==> src/rtl/digit_column_streamer.sv <==
// Walks the 7-seg-to-pixel decoder over a frame of glyphs and streams the
// returned column bytes to the SSD1306 transport in horizontal-addressing order.
module digit_column_streamer #(
  parameter int NUM_DIGITS = 6
) (
  input  logic                    clk,
  input  logic                    reset_n,
  input  logic                    start,
  input  logic [8*NUM_DIGITS-1:0] segments_in,
  output logic [7:0]              dec_segments,
  output logic [3:0]              dec_index_x,
  output logic [1:0]              dec_index_y,
  input  logic [7:0]              dec_pixels,
  output logic [7:0]              tx_data,
  output logic                    tx_valid,
  input  logic                    tx_ready,
  output logic                    busy,
  output logic                    done
);

  localparam logic [3:0] LAST_DIGIT = 4'(NUM_DIGITS - 1);

  typedef enum logic [1:0] {IDLE, FETCH, SEND, FINISH} state_t;

  state_t                  state;
  logic [8*NUM_DIGITS-1:0] snapshot;
  logic [1:0]              page;
  logic [3:0]              digit;
  logic [3:0]              x;
  logic                    last_byte;

  assign dec_index_x = x;
  assign dec_index_y = page;
  assign last_byte   = (page == 2'd3) && (digit == LAST_DIGIT) && (x == 4'd15);

  // Explicit mux keeps the digit select inside the snapshot for any NUM_DIGITS.
  always_comb begin
    dec_segments = 8'h00;
    for (int i = 0; i < NUM_DIGITS; i++) begin
      if (digit == 4'(i)) dec_segments = snapshot[8*i +: 8];
    end
  end

  always_ff @(posedge clk or negedge reset_n) begin
    if (!reset_n) begin
      state    <= IDLE;
      snapshot <= '0;
      page     <= 2'd0;
      digit    <= 4'd0;
      x        <= 4'd0;
      tx_data  <= 8'h00;
      tx_valid <= 1'b0;
      busy     <= 1'b0;
      done     <= 1'b0;
    end else begin
      case (state)
        IDLE: begin
          done <= 1'b0;
          if (start) begin
            snapshot <= segments_in;
            page     <= 2'd0;
            digit    <= 4'd0;
            x        <= 4'd0;
            busy     <= 1'b1;
            state    <= FETCH;
          end
        end
        FETCH: begin
          tx_data  <= dec_pixels;
          tx_valid <= 1'b1;
          state    <= SEND;
        end
        SEND: begin
          if (tx_ready) begin
            tx_valid <= 1'b0;
            x        <= x + 4'd1;
            // x wraps into digit, digit wraps into page; all wrap to 0 after the last byte.
            if (x == 4'd15) begin
              if (digit == LAST_DIGIT) begin
                digit <= 4'd0;
                page  <= page + 2'd1;
              end else begin
                digit <= digit + 4'd1;
              end
            end
            if (last_byte) begin
              busy  <= 1'b0;
              done  <= 1'b1;
              state <= FINISH;
            end else begin
              state <= FETCH;
            end
          end
        end
        FINISH: begin
          done  <= 1'b0;
          state <= IDLE;
        end
        default: state <= IDLE;
      endcase
    end
  end

endmodule

==> config.mk <==
export PLATFORM = sky130hd
export DESIGN_NAME = digit_column_streamer
export DESIGN_NICKNAME = d
export VERILOG_FILES = /design/src/rtl/digit_column_streamer.sv
export SDC_FILE = /design/constraint.sdc
export NUM_CORES = 1
export LEC_CHECK = 0
export CAP_MARGIN = 10
export CORE_AREA = 5 5 146 106
export DETAILED_ROUTE_END_ITERATION = 6
export DIE_AREA = 0 0 151 111
export GPL_TIMING_DRIVEN = 0
export PLACE_DENSITY = 0.57
export SLEW_MARGIN = 25
export SYNTH_ARGS = -nofsm -noshare
export SYNTH_HDL_FRONTEND = slang
export SYNTH_SLANG_ARGS = --single-unit
==> constraint.sdc <==
create_clock -name clk -period 3.9 [get_ports clk]
set_clock_uncertainty 0.05 [all_clocks]
set_input_delay 0.585 -clock clk [delete_from_list [all_inputs] [get_ports clk]]
set_output_delay 0.585 -clock clk [all_outputs]
set_load 0.01 [all_outputs]
==> Word level (Yosys, flattened, before mapping) <==
Index checks and enable logic that the tools add are counted.
{ "classes": {"addsub": 3, "eq_ne": 15, "muxes": 31, "reduce_logical": 16} }
{ "ops": {"columns": ["operator", "n"], "rows": [
  ["8-bit two-way mux", 6],
  ["4-bit two-way mux", 5],
  ["4-bit one-hot mux with 2 select lines", 2],
  ["2-bit two-way mux", 7],
  ["2-bit != test, second input constant", 5],
  ["4-bit by 1-bit adder with 4-bit output, second input constant", 2],
  ["4-bit by 2-bit == test with 1-bit output, second input constant", 2],
  ["4-bit by 3-bit == test with 1-bit output, second input constant", 2],
  ["2-bit one-hot mux with 4 select lines", 1],
  ["4-bit AND reduction", 2],
  ["2-bit == test, second input constant", 3],
  ["1-bit two-way mux", 6],
  ["1-bit one-hot mux with 2 select lines", 3],
  ["2-bit AND reduction", 3],
  ["3-bit AND reduction", 2],
  ["2-bit nonzero test", 3],
  ["5-bit AND reduction", 1],
  ["4-bit by 1-bit == test with 1-bit output, second input constant", 1],
  ["4-bit == test, second input constant", 1],
  ["4-bit logical NOT", 1],
  ["2-bit one-hot mux with 2 select lines", 1],
  ["2-bit by 1-bit adder with 2-bit output, second input constant", 1],
  ["2-bit by 1-bit == test with 1-bit output, second input constant", 1],
  ["1-bit logical AND", 2],
  ["other kinds (2)", 2]
]} }
{ "totals": {"regBits": 71, "input_bits": 60, "out_inout_bits": 25, "word_cells": 74} }

==> Depth between registers and ports, before layout <==
Gate-level depths: netlist (run 1).
{ "depth": {"depth_word": 7, "ltp_mapped": 8} }

==> Worst setup path before layout (run 1) <==
No wires, ideal clock.
{ "synth_path": {"kind": "flip-flop to output port", "from": "register digit[0]", "to": "output dec_segments[0]", "arrival_time_ns": 1.584, "required_ns": 3.265, "path_slack_ns": 1.681, "path_stages_with_launch": 6, "cell_sequence": "dfrtp_1 -> clkbuf_1 -> buf_2 -> nor3b_1 -> a2bb2oi_1 -> a211oi_1"} }
{ "synth_between": {"elab_chain_len": 7} }
{ "synth_rtl": {"columns": ["item", "line_no", "rtl"], "rows": [
  ["from (decl)", "28", "logic [3:0] digit;"],
  ["from (signal assigned)", "83", "digit <= digit + 4'd1;"],
  ["4-bit logical NOT", "40", "if (digit == 4'(i)) dec_segments = snapshot[8*i +: 8];"],
  ["8-bit two-way mux (5 in series)", "40", null],
  ["8-bit two-way mux (*)", "40", null],
  ["to (decl)", "10", "output logic [7:0] dec_segments,"]
]} }
Every way passes the cells marked *; elsewhere a longest branch is shown, timed or not.

==> Final worst setup path (run 1) <==
Ends and elaborated chain as after synthesis.

==> flow_summary_export.csv, run 1 <==
group,metric,value,unit
worst_setup_path,cpMaxStageDelayCell,"clkdlybuf4s50_1",
power,powerDensity,672,nW/um^2
cells_and_area,n_antenna_cell,0,
worst_setup_path,cp-start-kind,"flip-flop",
logic_synthesis,async_reset_ff_share,100,%
logic_synthesis,synth-seq-area-share,52.1,%
clock_tree,post_cts_resized,0,
worst_setup_path,crit_required,3.26,ns
routing,first_pass_iters,4,
sta,slew_headroom,49.9,%
floorplanning,coreArea,13800,um^2
logic_synthesis,syn_inst,279,
logic_synthesis,netlist_area,3410,um^2
cells_and_area,final_nets,440,
global_routing,grt_pass1_vias,2752,
logic_synthesis,synth.most_common_cell,"dfrtp_1",
clock_tree,cts-hold-fix-buffers,0,
logic_synthesis,ys_top_cells_by_count,"71 x dfrtp_1, 64 x mux2_2, 16 x nand2_1, 14 x nor2_1, 12 x nand3_1",
sta,tns,0,ns
worst_setup_path,critPathMaxStageDelay,0.59,ns
sta,post-route-min-period,3.43,ns
cells_and_area,stdcell_count,568,
worst_setup_path,crit_fanout,10,
logic_synthesis,synth.distinct_cells,38,
sta,fmaxAchievable,292,MHz
cells_and_area,ff_latch_area,1780,um^2
power,p_leak,1.97,nW
floorplanning,start_util,24.8,%
global_routing,grt_pass1_wl,14900,um
clock_tree,cts_buffer_depth,2,
worst_setup_path,r2r_slack,1.75,ns
routing,wire_per_inst,16.3,um
global_routing,track_usage,11.5,%
power,ir_drop,0.211,mV
logic_synthesis,synth_top_cell_by_area,"dfrtp_1",
floorplanning,rows,36,
place,place_worst_setup_slack,0.766,ns
cells_and_area,multi_input_area,1530,um^2
floorplanning,pin_count,85,
clock_tree,cts_setup_buffers,0,
worst_setup_path,r2r-end,"snapshot[11]$_DFFE_PN0P_",
worst_setup_path,r2r_cells,5,
place,place_congestion,0.760,
routing,num_vias,2533,
place,dp_hpwl,6920,um
logic_synthesis,yosys-top-cells-area,"dfrtp_1 52%, mux2_2 21%, ha_1 2.2%, mux4_2 2.0%, nand3_1 1.8%",
cells_and_area,drive_above_1_share,24.3,%
cells_and_area,post-route-util,34.6,%
sta,finalMaxSlewViolations,0,
worst_setup_path,crit_type,"reg2out",
clock_tree,tritoncts.num_buffers,9,
routing,antenna_left,0,
place,dp.cells,553,
routing,vias_per_cell,4.46,
sta,timing.final.crit_share,87.9,%
place,port_buffers,83,
clock_tree,path_clk_slew,0.06,ns
worst_setup_path,path_cells,"clkbuf_1 -> buf_2 -> nor3b_1 -> a2bb2oi_1 -> a211oi_1 -> clkdlybuf4s50_1",
logic_synthesis,synth.avg_cell_area,12.2,um^2
clock_tree,clock-root-buffer,"clkbuf_16",
global_routing,antenna_found_initial,0,
worst_setup_path,crit_path_end,"dec_segments[0]",
clock_tree,cts_tree,"yes",
logic_synthesis,synth_top_area_share,52.1,%
floorplanning,die_h,111,um
logic_synthesis,synth_warnings,0,
sta,holdWs,0.0892,ns
global_routing,grt_overflow_total,0,
worst_setup_path,worstReg2RegStart,"state[1]$_DFFE_PN0P_",
logic_synthesis,syn-num-nets,345,
sta,fin_ws,0.472,ns
worst_setup_path,arrival,2.79,ns
routing,wl,9270,um
cells_and_area,fin_area,4770,um^2
sta,setup_viol,0,
status,status,"completed",
sta,rsz0062_at_grt,"false",
cells_and_area,num-fill-cells,1427,
routing,route.detailed.drc,0,
worst_setup_path,critPathCaptureType,"primary output",
logic_synthesis,ys.flop_type,"dfrtp_1",
job,cap_violations,0,
place,dpl-instance-area,4510,um^2
floorplanning,dieWidth,151,um
power,finalPower,3.21,mW
cells_and_area,syn2layout_area_growth,39.8,%
routing,drtIter0Drc,109,
worst_setup_path,worstSetupStartpoint,"digit[0]$_DFFE_PN0P_",
min_path,worstHoldPathType,"in2async",
sta,tightest_slew,0.752,ns
clock_tree,cts.sinks,71,
sta,final-hold-violation-count,0,
logic_synthesis,ys_ff_latch,71,
global_routing,grt_max_degree,52,
clock_tree,htree_num_levels,3,
clock_tree,insertion_delay,0.33,ns
floorplanning,die_area,16800,um^2
logic_synthesis,synth_edf_count,0,
[power breakdown]
part / internal (mW) / total [mW] / leakage (nW) / switching, mW
clock: 0.440 / 0.737 / 0.131 / 0.296
sequential: 1.07 / 1.26 / 0.857 / 0.185
combinational: 0.720 / 1.21 / 0.978 / 0.491
[sequential cells by signal, indices dropped and copies added (netlist names)]
signal / cells
busy: 1
dec_index_x: 4
dec_index_y: 2
digit: 4
done: 1
snapshot: 48
state: 2
tx_data: 8
tx_valid: 1
[cell families after synthesis]
kind of cell | share of synthesized area [%]
compound gates | 7.96
mux | 23.7
fa+ha+maj | 2.20
flops | 52.1
xor+xnor | 0.513
simple gates | 10.6
buf+inv | 3.01
[placed cells by master (no fill, tap or decap), types with 4 or more instances in the layout]
master	count
inv_1	5
nor2b_1	4
ha_1	6
buf_2	4
nand2_1	16
a211oi_1	5
nand4_1	5
a2bb2oi_1	5
clkbuf_1	9
dfrtp_1	71
clkbuf_16	9
buf_1	4
nand3_1	12
a21oi_1	10
o21ai_0	6
clkdlybuf4s50_1	82
a22o_1	4
nor2_1	14
mux2_2	64
a21o_1	5
[layout make-up]
type / count / area share [%]
inverters: 5 / 0.393
clock buffers: 11 / 5.09
plain buffers: 18 / 1.76
clock inverters: 4 / 0.472
multi-input cells: 185 / 32.1
well taps: 190 / 4.98
repair buffers: 84 / 17.9
flip-flops and latches: 71 / 37.2
[metal layers]
layer	track usage (%)	wire (um)
met1	15.9	4490
met2	16.6	4060
met3	4.50	570
met4	3.26	153
met5	0	0
[worst min path at each step]
stage | from | endpoint | slack, ns | cells past startpoint
2_1_floorplan | reset_n | busy$_DFFE_PN0P_ | 0.24 | 0
3_3_place_gp | snapshot[17]$_DFFE_PN0P_ | snapshot[17]$_DFFE_PN0P_ | 0.43 | 1
3_5_place_dp | snapshot[20]$_DFFE_PN0P_ | snapshot[20]$_DFFE_PN0P_ | 0.44 | 1
4_1_cts | reset_n | tx_data[5]$_DFFE_PN0P_ | 0.08 | 1
5_1_grt | reset_n | tx_data[5]$_DFFE_PN0P_ | 0.1 | 1
6_report | reset_n | tx_data[5]$_DFFE_PN0P_ | 0.09 | 1
[worst max-delay path: cells and delay by family, from the launching register on]
family,cells,cell delay [ns]
buffers and inverters,3,1.10
and+or+nand+nor,1,0.53
AOI/OAI and AO/OA,2,0.46
DFF,1,0.36
Power figures use the tool's default switching activity.
==> run 2: changes to the inputs <==
SLEW_MARGIN = unset   (was 25)
==> flow_summary_export.csv, run 2 (synthesis results as in run 1) <==
group,metric,value,unit
place,dp_hpwl,6940,um
global_routing,grt.busiest_layer,"met2",
worst_setup_path,critPathMaxStageDelay,0.60,ns
power,powerDensity,678,nW/um^2
sta,tightest_slew,0.724,ns
worst_setup_path,crit_cells,6,
worst_setup_path,crit_buf_inv,3,
clock_tree,cts_buffer_depth,2,
routing,antenna_left,0,
worst_setup_path,worstReg2RegStart,"state[1]$_DFFE_PN0P_",
worst_setup_path,cp-start-kind,"flip-flop",
clock_tree,htree_num_levels,3,
routing,wire_per_inst,16.2,um
cells_and_area,final_nets,440,
floorplanning,die_h,111,um
sta,post-route-min-period,3.39,ns
place,place_worst_setup_slack,0.833,ns
sta,finalMaxSlewViolations,0,
status,status,"completed",
routing,vias_per_cell,4.45,
clock_tree,tritoncts.num_buffers,9,
worst_setup_path,critPathCaptureType,"primary output",
floorplanning,pin_count,85,
sta,fin_ws,0.508,ns
worst_setup_path,r2r_cells,5,
clock_tree,cts.sinks,71,
clock_tree,cts_tree,"yes",
worst_setup_path,crit_type,"reg2out",
global_routing,grt_overflow_total,0,
clock_tree,post_cts_resized,0,
cells_and_area,post-route-util,34.7,%
clock_tree,clock-root-buffer,"clkbuf_16",
cells_and_area,fin_area,4780,um^2
sta,fmaxAchievable,295,MHz
global_routing,grt_pass1_vias,2735,
floorplanning,start_util,24.8,%
cells_and_area,reg_top3,"snapshot x48, tx_data x8",
floorplanning,coreArea,13800,um^2
clock_tree,cts-hold-fix-buffers,0,
sta,timing.final.crit_share,87.0,%
cells_and_area,final_common_cell,"clkdlybuf4s50_1",
global_routing,track_usage,11.4,%
global_routing,met1_usage,15.6,%
sta,holdWs,0.0761,ns
sta,rsz0062_at_grt,"false",
clock_tree,cts_setup_buffers,0,
routing,wl,9220,um
job,cap_violations,0,
worst_setup_path,crit_fanout,10,
worst_setup_path,crit_required,3.26,ns
cells_and_area,syn2layout_area_growth,40.2,%
place,dpl-instance-area,4510,um^2
power,ir_drop,0.209,mV
cells_and_area,n_antenna_cell,0,
routing,drtIter0Drc,122,
routing,route.detailed.drc,0,
place,place_congestion,0.760,
floorplanning,dieWidth,151,um
floorplanning,die_area,16800,um^2
worst_setup_path,cpMaxStageDelayCell,"clkdlybuf4s50_1",
global_routing,gr-usage-met2,16.8,%
routing,first_pass_iters,4,
cells_and_area,largest_reg_flops,48,
sta,final-hold-violation-count,0,
worst_setup_path,path_cells,"clkbuf_1 -> buf_2 -> nor3b_1 -> a2bb2oi_1 -> a211oi_1 -> clkdlybuf4s50_1",
place,port_buffers,83,
sta,slew_headroom,51.7,%
worst_setup_path,r2r-end,"snapshot[10]$_DFFE_PN0P_",
sta,tns,0,ns
min_path,worstHoldPathType,"in2async",
global_routing,grt_max_degree,56,
cells_and_area,drive_above_1_share,23.8,%
clock_tree,insertion_delay,0.33,ns
routing,num_vias,2526,
worst_setup_path,arrival,2.76,ns
worst_setup_path,r2r_slack,1.76,ns
worst_setup_path,crit_family,"buffers and inverters",
clock_tree,path_clk_slew,0.06,ns
cells_and_area,final_cell_mix,"82 x clkdlybuf4s50_1, 71 x dfrtp_1, 64 x mux2_2",
floorplanning,rows,36,
global_routing,grt_pass1_wl,14700,um
cells_and_area,num-fill-cells,1441,
cells_and_area,regMostFlops,"snapshot",
global_routing,use_met3,4.58,%
power,p_leak,1.97,nW
global_routing,antenna_found_initial,0,
sta,setup_viol,0,
[run 2: cell count changes in the layout (fill, tap and decap cells not counted)]
cell,before,now
clkinvlp_4,1,0
clkinv_2,3,0
clkbuf_8,1,3
clkbuf_1,9,11
[run 2: how the worst max path moves through the flow]
| stage | start | to | slack, ns |
|---|---|---|---|
| 6_report | digit[0]$_DFFE_PN0P_ | dec_segments[0] | 0.51 |
| 5_1_grt | digit[0]$_DFFE_PN0P_ | dec_segments[0] | 0.24 |
| 4_1_cts | digit[0]$_DFFE_PN0P_ | dec_segments[0] | 0.44 |
| 3_5_place_dp | digit[0]$_DFFE_PN0P_ | dec_segments[0] | 0.83 |
| 3_3_place_gp | reset_n | snapshot[20]$_DFFE_PN0P_ | -0.39 |
| 2_1_floorplan | digit[0]$_DFFE_PN0P_ | dec_segments[0] | 1.68 |
[run 2: area by class of cell]
| type | instances | area, um^2 | share of cell area (%) |
|---|---|---|---|
| repair buffers | 84 | 856 | 17.9 |
| plain buffers | 18 | 83.8 | 1.75 |
| well taps | 190 | 238 | 4.97 |
| multi-input cells | 185 | 1530 | 32.0 |
| flip-flops and latches | 71 | 1780 | 37.1 |
| clock buffers | 15 | 278 | 5.81 |
| inverters | 5 | 18.8 | 0.392 |
[run 2: per-layer routing]
layer | vias to the layer above | part of all wire (%)
met3 | 12 | 7.0
met1 | 1243 | 49
met2 | 73 | 43
met5 | - | 0
met4 | 0 | 1.5
li1 | 1198 | -
[run 2: stage by stage]
step	power, mW	instances
global placement	2.45	552
detailed placement	2.50	553
CTS	3.29	568
global route	3.45	568
finish	3.24	568
floorplan	1.98	279
[run 2: power by group]
group          total (mW)  internal [mW]  switching [mW]
combinational        1.21          0.721           0.494
sequential           1.26           1.08           0.185
clock               0.766          0.480           0.286
total                3.24           2.28           0.965
[run 2: worst reg2reg max path, delay by kind of cell, from the launching register on]
family,cells,cell delay [ns]
buffers and inverters,2,0.70
muxes,1,0.41
DFF,1,0.40
and+or+nand+nor,1,0.24
adders and majority gates,1,0.22
==> run 3: changes to the inputs <==
GPL_TIMING_DRIVEN = unset   (was 0)
==> flow_summary_export.csv, run 3 (synthesis results as in run 1) <==
group,metric,value,unit
status,status,"completed",
clock_tree,clock-root-buffer,"clkbuf_16",
job,cap_violations,0,
routing,drtIter0Drc,91,
floorplanning,rows,36,
clock_tree,post_cts_resized,0,
sta,finalMaxSlewViolations,0,
worst_setup_path,critPathCaptureType,"primary output",
cells_and_area,regMostFlops,"snapshot",
routing,route.detailed.drc,0,
clock_tree,cts_tree,"yes",
worst_setup_path,path_cells,"nor2b_1 -> a21oi_1 -> a2bb2oi_1 -> a211oi_1 -> clkdlybuf4s50_1",
floorplanning,pin_count,85,
routing,antenna_left,0,
power,p_leak,1.93,nW
clock_tree,cts_setup_buffers,0,
routing,wire_per_inst,15.8,um
clock_tree,htree_num_levels,3,
place,place_congestion,0.727,
global_routing,grt_max_degree,72,
worst_setup_path,r2r_slack,1.43,ns
cells_and_area,final_nets,424,
floorplanning,die_h,111,um
routing,vias_per_cell,4.40,
power,finalPower,3.22,mW
sta,setup_viol,0,
sta,fin_ws,0.600,ns
cells_and_area,reg_top3,"snapshot x48, tx_data x8",
worst_setup_path,crit_family,"flip-flops",
clock_tree,cts-hold-fix-buffers,0,
clock_tree,insertion_delay,0.33,ns
global_routing,grt_pass1_vias,2630,
worst_setup_path,crit_fanout,18,
routing,num_vias,2432,
min_path,worstHoldPathType,"in2async",
worst_setup_path,worstSetupStartpoint,"digit[1]$_DFFE_PN0P_",
worst_setup_path,crit_required,3.26,ns
clock_tree,path_clk_slew,0.06,ns
clock_tree,tritoncts.num_buffers,9,
cells_and_area,syn2layout_area_growth,38.0,%
place,dpl-instance-area,4420,um^2
clock_tree,cts_buffer_depth,2,
sta,holdWs,0.303,ns
worst_setup_path,arrival,2.67,ns
sta,post-route-min-period,3.30,ns
cells_and_area,largest_reg_flops,48,
cells_and_area,post-route-util,34.2,%
floorplanning,start_util,24.8,%
worst_setup_path,crit_type,"reg2out",
cells_and_area,final_common_cell,"clkdlybuf4s50_1",
place,dp_hpwl,6390,um
place,place_worst_setup_slack,0.915,ns
global_routing,grt_overflow_total,0,
worst_setup_path,crit_buf_inv,1,
cells_and_area,stdcell_count,553,
global_routing,grt_pass1_wl,14000,um
sta,timing.final.crit_share,84.6,%
clock_tree,cts.sinks,71,
sta,slew_headroom,37.2,%
worst_setup_path,critPathMaxStageDelay,0.82,ns
floorplanning,coreArea,13800,um^2
sta,final-hold-violation-count,0,
sta,tightest_slew,0.942,ns
worst_setup_path,cpMaxStageDelayCell,"dfrtp_1",
worst_setup_path,worstReg2RegStart,"state[0]$_DFFE_PN0P_",
place,port_buffers,84,
power,powerDensity,684,nW/um^2
sta,rsz0062_at_grt,"false",
worst_setup_path,cp-start-kind,"flip-flop",
power,ir_drop,0.215,mV
worst_setup_path,r2r-end,"dec_index_y[0]$_DFFE_PN0P_",
worst_setup_path,crit_path_end,"dec_segments[0]",
global_routing,track_usage,10.8,%
cells_and_area,drive_above_1_share,24.6,%
routing,wl,8720,um
sta,fmaxAchievable,303,MHz
cells_and_area,final_cell_mix,"83 x clkdlybuf4s50_1, 71 x dfrtp_1, 64 x mux2_2",
floorplanning,die_area,16800,um^2
routing,first_pass_iters,4,
floorplanning,dieWidth,151,um
worst_setup_path,r2r_cells,6,
global_routing,antenna_found_initial,0,
place,dp.cells,537,
worst_setup_path,crit_cells,5,
cells_and_area,fin_area,4710,um^2
sta,tns,0,ns
run 3: routing by layer:
metal	routed length [um]	track usage (%)
met2	3590	15.0
met3	599	4.33
met4	111	3.26
met5	0	0
met1	4410	15.2
run 3: how the worst min path moves through the flow:
stage / endpoint / slack (ns)
global placement: snapshot[5]$_DFFE_PN0P_ / 0.43
detailed placement: snapshot[43]$_DFFE_PN0P_ / 0.44
floorplan: busy$_DFFE_PN0P_ / 0.24
finish: tx_data[5]$_DFFE_PN0P_ / 0.30
global route: tx_data[5]$_DFFE_PN0P_ / 0.40
CTS: tx_data[5]$_DFFE_PN0P_ / 0.38
run 3: cell type report:
class / count / area (um^2)
Antenna cell: 1 / 2.50
Clock buffer: 12 / 267
Clock inverter: 3 / 17.5
Fill cell: 1394 / 9070
Inverter: 5 / 18.8
Multi-Input combinational cell: 185 / 1540
Sequential cell: 71 / 1780
Tap cell: 190 / 238
Timing Repair Buffer: 86 / 853
run 3: report_power, final:
group | leakage [nW] | internal, mW | switching [mW]
clock | 0.140 | 0.476 | 0.299
combinational | 0.937 | 0.714 | 0.458
sequential | 0.857 | 1.08 | 0.198
total | 1.93 | 2.27 | 0.955
